<file path="config.mk">
export PLATFORM = sky130hd
export DESIGN_NAME = act_fetch_resp
export DESIGN_NICKNAME = d
export VERILOG_FILES = /design/src/rtl/act_fetch_resp_pkg.sv /design/src/rtl/act_credit_cnt.sv /design/src/rtl/act_fetch_resp.sv
export SDC_FILE = /design/constraint.sdc
export NUM_CORES = 1
export LEC_CHECK = 0
export ABC_CLOCK_PERIOD_IN_PS = 4900
export BUFFER_PORTS_ARGS = -buffer_cell sky130_fd_sc_hd__buf_2
export CORE_UTILIZATION = 50
export DETAILED_ROUTE_END_ITERATION = 6
export PLACE_DENSITY = 0.71
export RECOVER_POWER = 100
export SYNTH_ARGS = -nofsm -noshare
export SYNTH_HDL_FRONTEND = slang
export SYNTH_SLANG_ARGS = --single-unit
</file>
<file path="constraint.sdc">
create_clock -name clk -period 4.9 [get_ports clk]
set_input_delay 0.49 -clock clk [delete_from_list [all_inputs] [get_ports clk]]
set_output_delay 0.49 -clock clk [all_outputs]
set_load 0.02 [all_outputs]
</file>
<file path="src/rtl/act_fetch_resp_pkg.sv">
// Shared parameters and types for the activation fetch responder.
// Also provides the log2 helper that sizes the row-length config field.
package act_fetch_resp_pkg;

  localparam int ACT_WIDTH_D  = 8;
  localparam int ADDR_WIDTH_D = 10;
  localparam int LENROW_D     = 16;
  localparam int PND_WIDTH_D  = 2;

  typedef struct packed {
    logic frt;
    logic lst;
  } row_tag_t;

  function automatic int c_log_2(input int n);
    int r;
    r = 0;
    for (int i = 0; i < 31; i++) begin
      if ((1 << i) < n) r = i + 1;
    end
    return (r < 1) ? 1 : r;
  endfunction

endpackage

</file>
<file path="src/rtl/act_credit_cnt.sv">
// Saturating up/down counter with a one-cycle overflow flag.
// A load takes priority over counting and never flags overflow.
module act_credit_cnt #(
  parameter int          W   = 2,
  parameter int unsigned MAX = 3
) (
  input  logic         clk,
  input  logic         rst_n,
  input  logic         inc_i,
  input  logic         dec_i,
  input  logic         ld_i,
  input  logic [W-1:0] ld_val_i,
  output logic [W-1:0] cnt_o,
  output logic         ovf_o
);

  localparam logic [W-1:0] MaxV = W'(MAX);

  logic [W-1:0] cnt_q, cnt_d;

  always_comb begin
    cnt_d = cnt_q;
    ovf_o = 1'b0;
    if (ld_i) begin
      cnt_d = ld_val_i;
    end else if (inc_i && !dec_i) begin
      if (cnt_q == MaxV) ovf_o = 1'b1;
      else               cnt_d = cnt_q + 1'b1;
    end else if (dec_i && !inc_i) begin
      cnt_d = cnt_q - 1'b1;
    end
  end

  always_ff @(posedge clk or negedge rst_n) begin
    if (!rst_n) cnt_q <= '0;
    else        cnt_q <= cnt_d;
  end

  assign cnt_o = cnt_q;

endmodule

</file>
<file path="src/rtl/act_fetch_resp.sv">
// Activation fetch responder: serves controller fetch pulses from the
// circular activation SRAM, gated by loader fill credit.
module act_fetch_resp
  import act_fetch_resp_pkg::*;
#(
  parameter int ACT_WIDTH  = ACT_WIDTH_D,
  parameter int ADDR_WIDTH = ADDR_WIDTH_D,
  parameter int LENROW     = LENROW_D,
  parameter int PND_WIDTH  = PND_WIDTH_D,
  parameter int LR_W       = c_log_2(LENROW)
) (
  input  logic                  clk,
  input  logic                  rst_n,
  input  logic                  TOP_Sta,
  input  logic [LR_W-1:0]       CFG_LenRow,
  input  logic                  CTRLACT_PlsFetch,
  output logic                  CTRLACT_GetAct,
  output logic [ACT_WIDTH-1:0]  ACT_Dat,
  output logic                  ACT_FrtRow,
  output logic                  ACT_LstRow,
  input  logic                  ACTBUF_WrPls,
  output logic                  SRAM_RdEn,
  output logic [ADDR_WIDTH-1:0] SRAM_RdAddr,
  input  logic [ACT_WIDTH-1:0]  SRAM_RdDat,
  output logic                  ACT_Err
);

  logic [PND_WIDTH-1:0]  pnd;
  logic [ADDR_WIDTH:0]   avl;
  logic                  pnd_ovf, avl_ovf;
  logic                  issue, get;

  logic [ADDR_WIDTH-1:0] rd_addr_q, rd_addr_d;
  logic [LR_W-1:0]       pos_q, pos_d;
  logic                  rdvld_q, rdvld_d;
  row_tag_t              tag_q, tag_d;
  logic [ACT_WIDTH-1:0]  dat_q, dat_d;
  logic                  err_q, err_d;

  // A start cycle never issues, so no credit is spent on a read
  // that would be thrown away.
  assign issue = (pnd != '0) && (avl != '0) && !TOP_Sta;
  assign get   = rdvld_q && !TOP_Sta;

  act_credit_cnt #(
    .W   (PND_WIDTH),
    .MAX ((1 << PND_WIDTH) - 1)
  ) u_pnd (
    .clk      (clk),
    .rst_n    (rst_n),
    .inc_i    (CTRLACT_PlsFetch),
    .dec_i    (issue),
    .ld_i     (TOP_Sta),
    .ld_val_i (PND_WIDTH'(CTRLACT_PlsFetch)),
    .cnt_o    (pnd),
    .ovf_o    (pnd_ovf)
  );

  act_credit_cnt #(
    .W   (ADDR_WIDTH + 1),
    .MAX (1 << ADDR_WIDTH)
  ) u_avl (
    .clk      (clk),
    .rst_n    (rst_n),
    .inc_i    (ACTBUF_WrPls),
    .dec_i    (issue),
    .ld_i     (1'b0),
    .ld_val_i ('0),
    .cnt_o    (avl),
    .ovf_o    (avl_ovf)
  );

  always_comb begin
    rd_addr_d = rd_addr_q;
    pos_d     = pos_q;
    rdvld_d   = issue;
    tag_d     = tag_q;
    dat_d     = dat_q;
    err_d     = err_q | pnd_ovf | avl_ovf;
    if (TOP_Sta) begin
      rd_addr_d = '0;
      pos_d     = '0;
      rdvld_d   = 1'b0;
    end else begin
      if (get) dat_d = SRAM_RdDat;
      if (issue) begin
        rd_addr_d = rd_addr_q + 1'b1;
        tag_d.frt = (pos_q == '0);
        tag_d.lst = (pos_q == CFG_LenRow);
        pos_d     = (pos_q == CFG_LenRow) ? '0 : pos_q + 1'b1;
      end
    end
  end

  always_ff @(posedge clk or negedge rst_n) begin
    if (!rst_n) begin
      rd_addr_q <= '0;
      pos_q     <= '0;
      rdvld_q   <= 1'b0;
      tag_q     <= '0;
      dat_q     <= '0;
      err_q     <= 1'b0;
    end else begin
      rd_addr_q <= rd_addr_d;
      pos_q     <= pos_d;
      rdvld_q   <= rdvld_d;
      tag_q     <= tag_d;
      dat_q     <= dat_d;
      err_q     <= err_d;
    end
  end

  // Read data is live in the return cycle and held afterwards.
  assign CTRLACT_GetAct = get;
  assign ACT_Dat        = get ? SRAM_RdDat : dat_q;
  assign ACT_FrtRow     = get & tag_q.frt;
  assign ACT_LstRow     = get & tag_q.lst;
  assign SRAM_RdEn      = issue;
  assign SRAM_RdAddr    = rd_addr_q;
  assign ACT_Err        = err_q;

endmodule

</file>
; ---- Word-level counts from Yosys, hierarchy flattened
; Cells that the tools add are included.
[word_totals]
register_bits = 39
in_bits = 17
out_inout_bits = 23
elab_cells = 64
[op_classes]
n_addsub = 6
eq_ne = 5
mux = 19
n_bitwise = 5
reduce_logical = 20
[ops]
columns = cell, count
row1 = $mux W11, 3
row2 = $mux W10, 2
row3 = $mux W4, 3
row4 = $add A11 B1 Y11 const B, 1
row5 = $eq A11 B11 Y1 const B, 1
row6 = $reduce_bool A11 Y1, 1
row7 = $sub A11 B1 Y11 const B, 1
row8 = $add A10 B1 Y10 const B, 1
row9 = $mux W2, 4
row10 = $mux W8, 1
row11 = $logic_and A1 B1 Y1, 7
row12 = $mux W1, 6
row13 = $reduce_and A2 Y1, 3
row14 = $reduce_bool A2 Y1, 3
row15 = $add A4 B1 Y4 const B, 1
row16 = $eq A4 B4 Y1, 1
row17 = $logic_not A1 Y1, 4
row18 = $logic_not A4 Y1, 1
row19 = $ne A3 B3 Y1 const B, 1
row20 = $reduce_bool A3 Y1, 1
row21 = $add A2 B1 Y2 const B, 1
row22 = $and A1 B1 Y1, 2
row23 = $eq A2 B2 Y1 const B, 1
row24 = $ne A2 B2 Y1 const B, 1
row25 = other kinds (3), 4

; ---- Logic depth before layout (Yosys ltp)
[logic_depth]
word_depth = 9
mapped_depth = 12
mapped_depth_nobuf = 12

; ---- Hierarchy
; Synthesis repeated with hierarchy kept, for this count alone.
[unflattened]
hier_cells = 275
area_unflattened_um2 = 2463.6
[by_module_without_submodules]
columns = module, n_inst, cells_per_inst, area_per_inst_um2, seq_area_each_um2
row1 = act_fetch_resp, 1, 145, 1305.0, 650.6
row2 = act_credit_cnt (u_avl), 1, 113, 1007.2, 275.3
row3 = act_credit_cnt (u_pnd), 1, 17, 151.4, 50.0

; ---- Least setup slack after synthesis
; Ideal clock, no wire load.
[synth_timing]
path_kind = flip-flop to flip-flop
startpoint = register u_avl.cnt_q[1] (netlist: u_avl.cnt_o[1])
endpoint = register u_avl.cnt_q[10] (netlist: u_avl.cnt_o[10])
setup_ns = 0.133
arrival_time_ns = 3.010
required_ns = 4.767
slack_ns = 1.758
path_stages_with_launch = 12
n_path_buf = 0
synth_period_minus_slack_ns = 3.142
cell_sequence = dfrtp_1 nor4_4 nand3_2 o21ai_2 nand2_1 ha_1 nor2b_1 o21ai_0 o21ai_0 a221o_1 o31ai_1 o22ai_1
[synth_between]
elab_chain_len = 7
word_cells_on_any_way = 15
classes_between = add/sub (2) / eq/ne (2) / mux (3) / reduce/logical (8)
[synth_rtl]
columns = item, line
row1 = from (decl), act_credit_cnt.sv:19  ; logic [W-1:0] cnt_q, cnt_d;
row2 = from (signal assigned), act_credit_cnt.sv:36  ; else cnt_q <= cnt_d;
row3 = "parallel branches: the longest is 7 deep, another holds $sub A11 B1 Y11", -
; Several ways; the timed one is not identified. The select of a mux whose other input is x is not followed.
; A chain may end at the register's enable or synchronous reset.

; ---- Worst setup path after layout
; Same ends and word-level chain as after synthesis.

==> run_results.csv <==
group,metric,value,unit
critical_path,cp_slowest_cell,"nor4_1",
placed_design,place_area,2603,um^2
yosys,yosysTopAreaCell,"dfrtp_1",
clock_tree,cts_resized,0,
clock_tree,path_clk_slew,70,ps
yosys,synthArstFlopShare,100.0,%
die,num_rows,24,
yosys,yosys.area.top_type_share,41.18,%
layout,area.growth.synth_to_final,11.99,%
power,leakage,1.165,nW
die,ioPinCount,40,
placed_design,place.gp.congestion,0.8063,
grt,antenna_found_initial,0,
grt,grt_overflow,0,
detailed_routing,drt-total-wl,4.636,mm
clock_tree,clk_path_buf_depth,2,
layout,fill_cells,390,
critical_path,crit_top_cell,"o21ai_0",
sta,rsz0062_at_grt,"false",
min_path,hold_start,"SRAM_RdDat[5]",
die,core,4444,um^2
grt,grt_pass1_vias,1753,
clock_tree,cts_htree_levels,2,
sta,setup_viol,0,
clock_tree,clock_sinks,39,
critical_path,critPathRequiredTime,5080,ps
run_status,outcome,"complete, but fails checks",
detailed_routing,vias,1850,
placed_design,portBuffers,39,
yosys,yosysSeqAreaShare,41.18,%
power,vdd_drop_max,308.2,uV
critical_path,path_max_fanout,10,
critical_path,crit_chain,"nor4_1 -> nand3_2 -> o21ai_2 -> nand2_1 -> ha_1 -> nor2b_1 -> o21ai_0 -> o21ai_0 -> a221o_1 -> o31ai_1 -> o22ai_1",
run_status,violations,"design-rule violations, max-capacitance violations, max-slew violations",
clock_tree,postCtsHoldBufs,0,
yosys,synth_fp_nets,271,
critical_path,crit_family,"compound AO/OA/AOI/OAI gates",
min_path,hp-class,"in2reg",
critical_path,startpoint,"u_avl.cnt_o[1]",
sta,finalSetupTns,0,ps
placed_design,dp_hpwl,3.287,mm
die,start_util,53.32,%
min_path,whs_path_depth,2,
critical_path,timing.rr.start,"u_avl.cnt_o[1]",
grt,grt_pass1_wl,7.893,mm
detailed_routing,route.detailed.drc,8,
yosys,synth_cells,241,
sta,hold_viol,0,
clock_tree,clock_latency,300,ps
yosys,ys_ff_latch,39,
sta,worst_slew_pin_slew,2068,ps
yosys,netlist_area,2370,um^2
die,dieArea,5019,um^2
critical_path,reg2reg_depth,11,
sta,post-route-period-util,76.00,%
clock_tree,numCtsBuffers,5,
run,maxCapViolations,2,
critical_path,r2r-end,"u_avl.cnt_o[10]",
layout,fin_area,2654,um^2
die,fp.dieH,70.85,um
min_path,whs_endpoint,"dat_q[5]",
detailed_routing,dr.pass1.iters,6,
critical_path,cp_num_buf_inv,0,
sta,relSlewSlack,-37.84,%
critical_path,start_kind,"flop",
critical_path,r2r_setup_slack,1180,ps
critical_path,critical_path_class,"reg2reg",
detailed_routing,antenna_left,0,
sta,fmax,268.5,MHz
detailed_routing,wl_per_cell,13.92,um
layout,n_antenna_cell,0,
clock_tree,ctsRootBufferMaster,"clkbuf_8",
die,die_w,70.85,um
detailed_routing,dr.first_iter.drc_count,130,
sta,period_minus_slack,3724,ps
detailed_routing,post_drt_via_cell_ratio,5.556,
grt,grt_max_degree,40,
yosys,synthFlopType,"dfrtp_1",
critical_path,endpoint_kind,"flop",
grt,grtUsageTotal,19.95,%
sta,drv_slew,58,
layout,nNetsFinal,310,
clock_tree,cts_tree,"built",
yosys,synth_cell_type_count,46,
yosys,synth-edff-count,0,
critical_path,worstPathArrival,3900,ps
clock_tree,postCtsSetupRepairBufs,0,
layout,drive_above_1_share,16.01,%
sta,clock_skew,8.592,ps
yosys,synth_area_leaders,"dfrtp_1 (41%), mux2_2 (9.0%), ha_1 (6.3%), nor2_1 (5.1%), xnor2_1 (3.7%)",
yosys,syn-mean-instance-area,9.833,um^2
critical_path,critical-path-max-stage-delay,590,ps
yosys,yosys_warnings,0,
power,p_per_area,641.9,nW/um^2
## final cells by class
| cell class | count | area (um^2) | area share, % |
|---|---|---|---|
| clock inverter | 2 | 35.03 | 1.320 |
| timing repair buffer | 40 | 167.7 | 6.318 |
| multi-input combinational | 184 | 1290 | 48.61 |
| inverter | 10 | 37.54 | 1.414 |
| sequential | 39 | 975.9 | 36.78 |
| tap | 52 | 65.06 | 2.452 |
| clock buffer | 6 | 82.58 | 3.112 |
## how the worst max path moves through the flow
stage	endpoint	slack [ps]	depth (start not counted)
after floorplan	u_avl.cnt_o[10]	1760	11
after global placement	u_avl.cnt_o[10]	1450	11
after detailed placement	u_avl.cnt_o[10]	1350	11
after CTS	u_avl.cnt_o[10]	1340	11
after global routing	u_avl.cnt_o[8]	740	11
final	u_avl.cnt_o[10]	1180	11
## kinds of logic after synthesis
logic type               synth area share [%]
multiplexers                            11.03
XOR/XNOR                                7.391
AO/OA/AOI/OAI                           12.41
flip-flops                              41.18
buffers and inverters                   3.062
AND/OR/NAND/NOR                         17.74
adder cells (fa/ha/maj)                 7.180
## worst reg2reg max path, cell delays in order, from the launching register on
cell and delay, ps:
dfrtp_1 420, nor4_1 590, nand3_2 210, o21ai_2 360
nand2_1 340, ha_1 430, nor2b_1 140, o21ai_0 180
o21ai_0 220, a221o_1 410, o31ai_1 210, o22ai_1 110
## metal layers
layer / routed length [um] / up-vias / global-route usage (%)
met3: 230 / 6 / 5.128
met2: 2087 / 44 / 32.16
met4: 68 / 0 / 7.556
met1: 2249 / 872 / 25.99
met5: 0 / - / 0
li1: - / 928 / -
## synth_stat cells (2+ instances only)
cell type  number
a221oi_1        2
clkbuf_1        5
ha_1           12
and3_1          4
nand2_1        19
inv_1          10
nor4_4          2
xnor2_1        10
nand3_1         9
a21o_1          2
dfrtp_1        39
a21oi_1        15
nand4_1         3
a31oi_1         2
nor3_1          4
nor2b_1         3
o21ai_0        10
xor2_1         10
nor2_1         32
and2_1          3
a211oi_1        2
mux2_2         19
## placed cells by master, fill, tap and decap left out, types with 4 or more instances in the layout
cell / n
dfrtp_1: 39
nor2_1: 32
clkbuf_1: 26
nand2_1: 19
mux2_2: 19
a21oi_1: 15
buf_2: 14
ha_1: 12
inv_1: 10
o21ai_0: 10
xor2_1: 10
xnor2_1: 10
nand3_1: 9
clkbuf_8: 6
nor3_1: 4
and3_1: 4
## flip-flops by register name, indices dropped and copies added (netlist names)
signal and count:
ACT_Err 1, SRAM_RdAddr 10, dat_q 8, pos_q 4
rdvld_q 1, tag_q 2, u_avl.cnt_o 11, u_pnd.cnt_o 2
## per-stage QoR
step	instances	hold WS (ps)	power, mW	util [%]	setup WS [ps]
CTS	333	335.7	1.745	61.21	1335
global placement	325	460.1	1.434	58.56	1455
global route	333	429.3	1.841	59.71	742.8
detailed placement	325	477.8	1.458	58.56	1348
finish	333	434.3	1.703	59.71	1176
floorplan	241	194.4	1.252	-	1758
## power breakdown
| group | internal (mW) | switching (mW) |
|---|---|---|
| clock | 0.165 | 0.118 |
| sequential | 0.441 | 0.106 |
| combinational | 0.372 | 0.502 |
No activity file was read; power rests on OpenSTA's default activity.
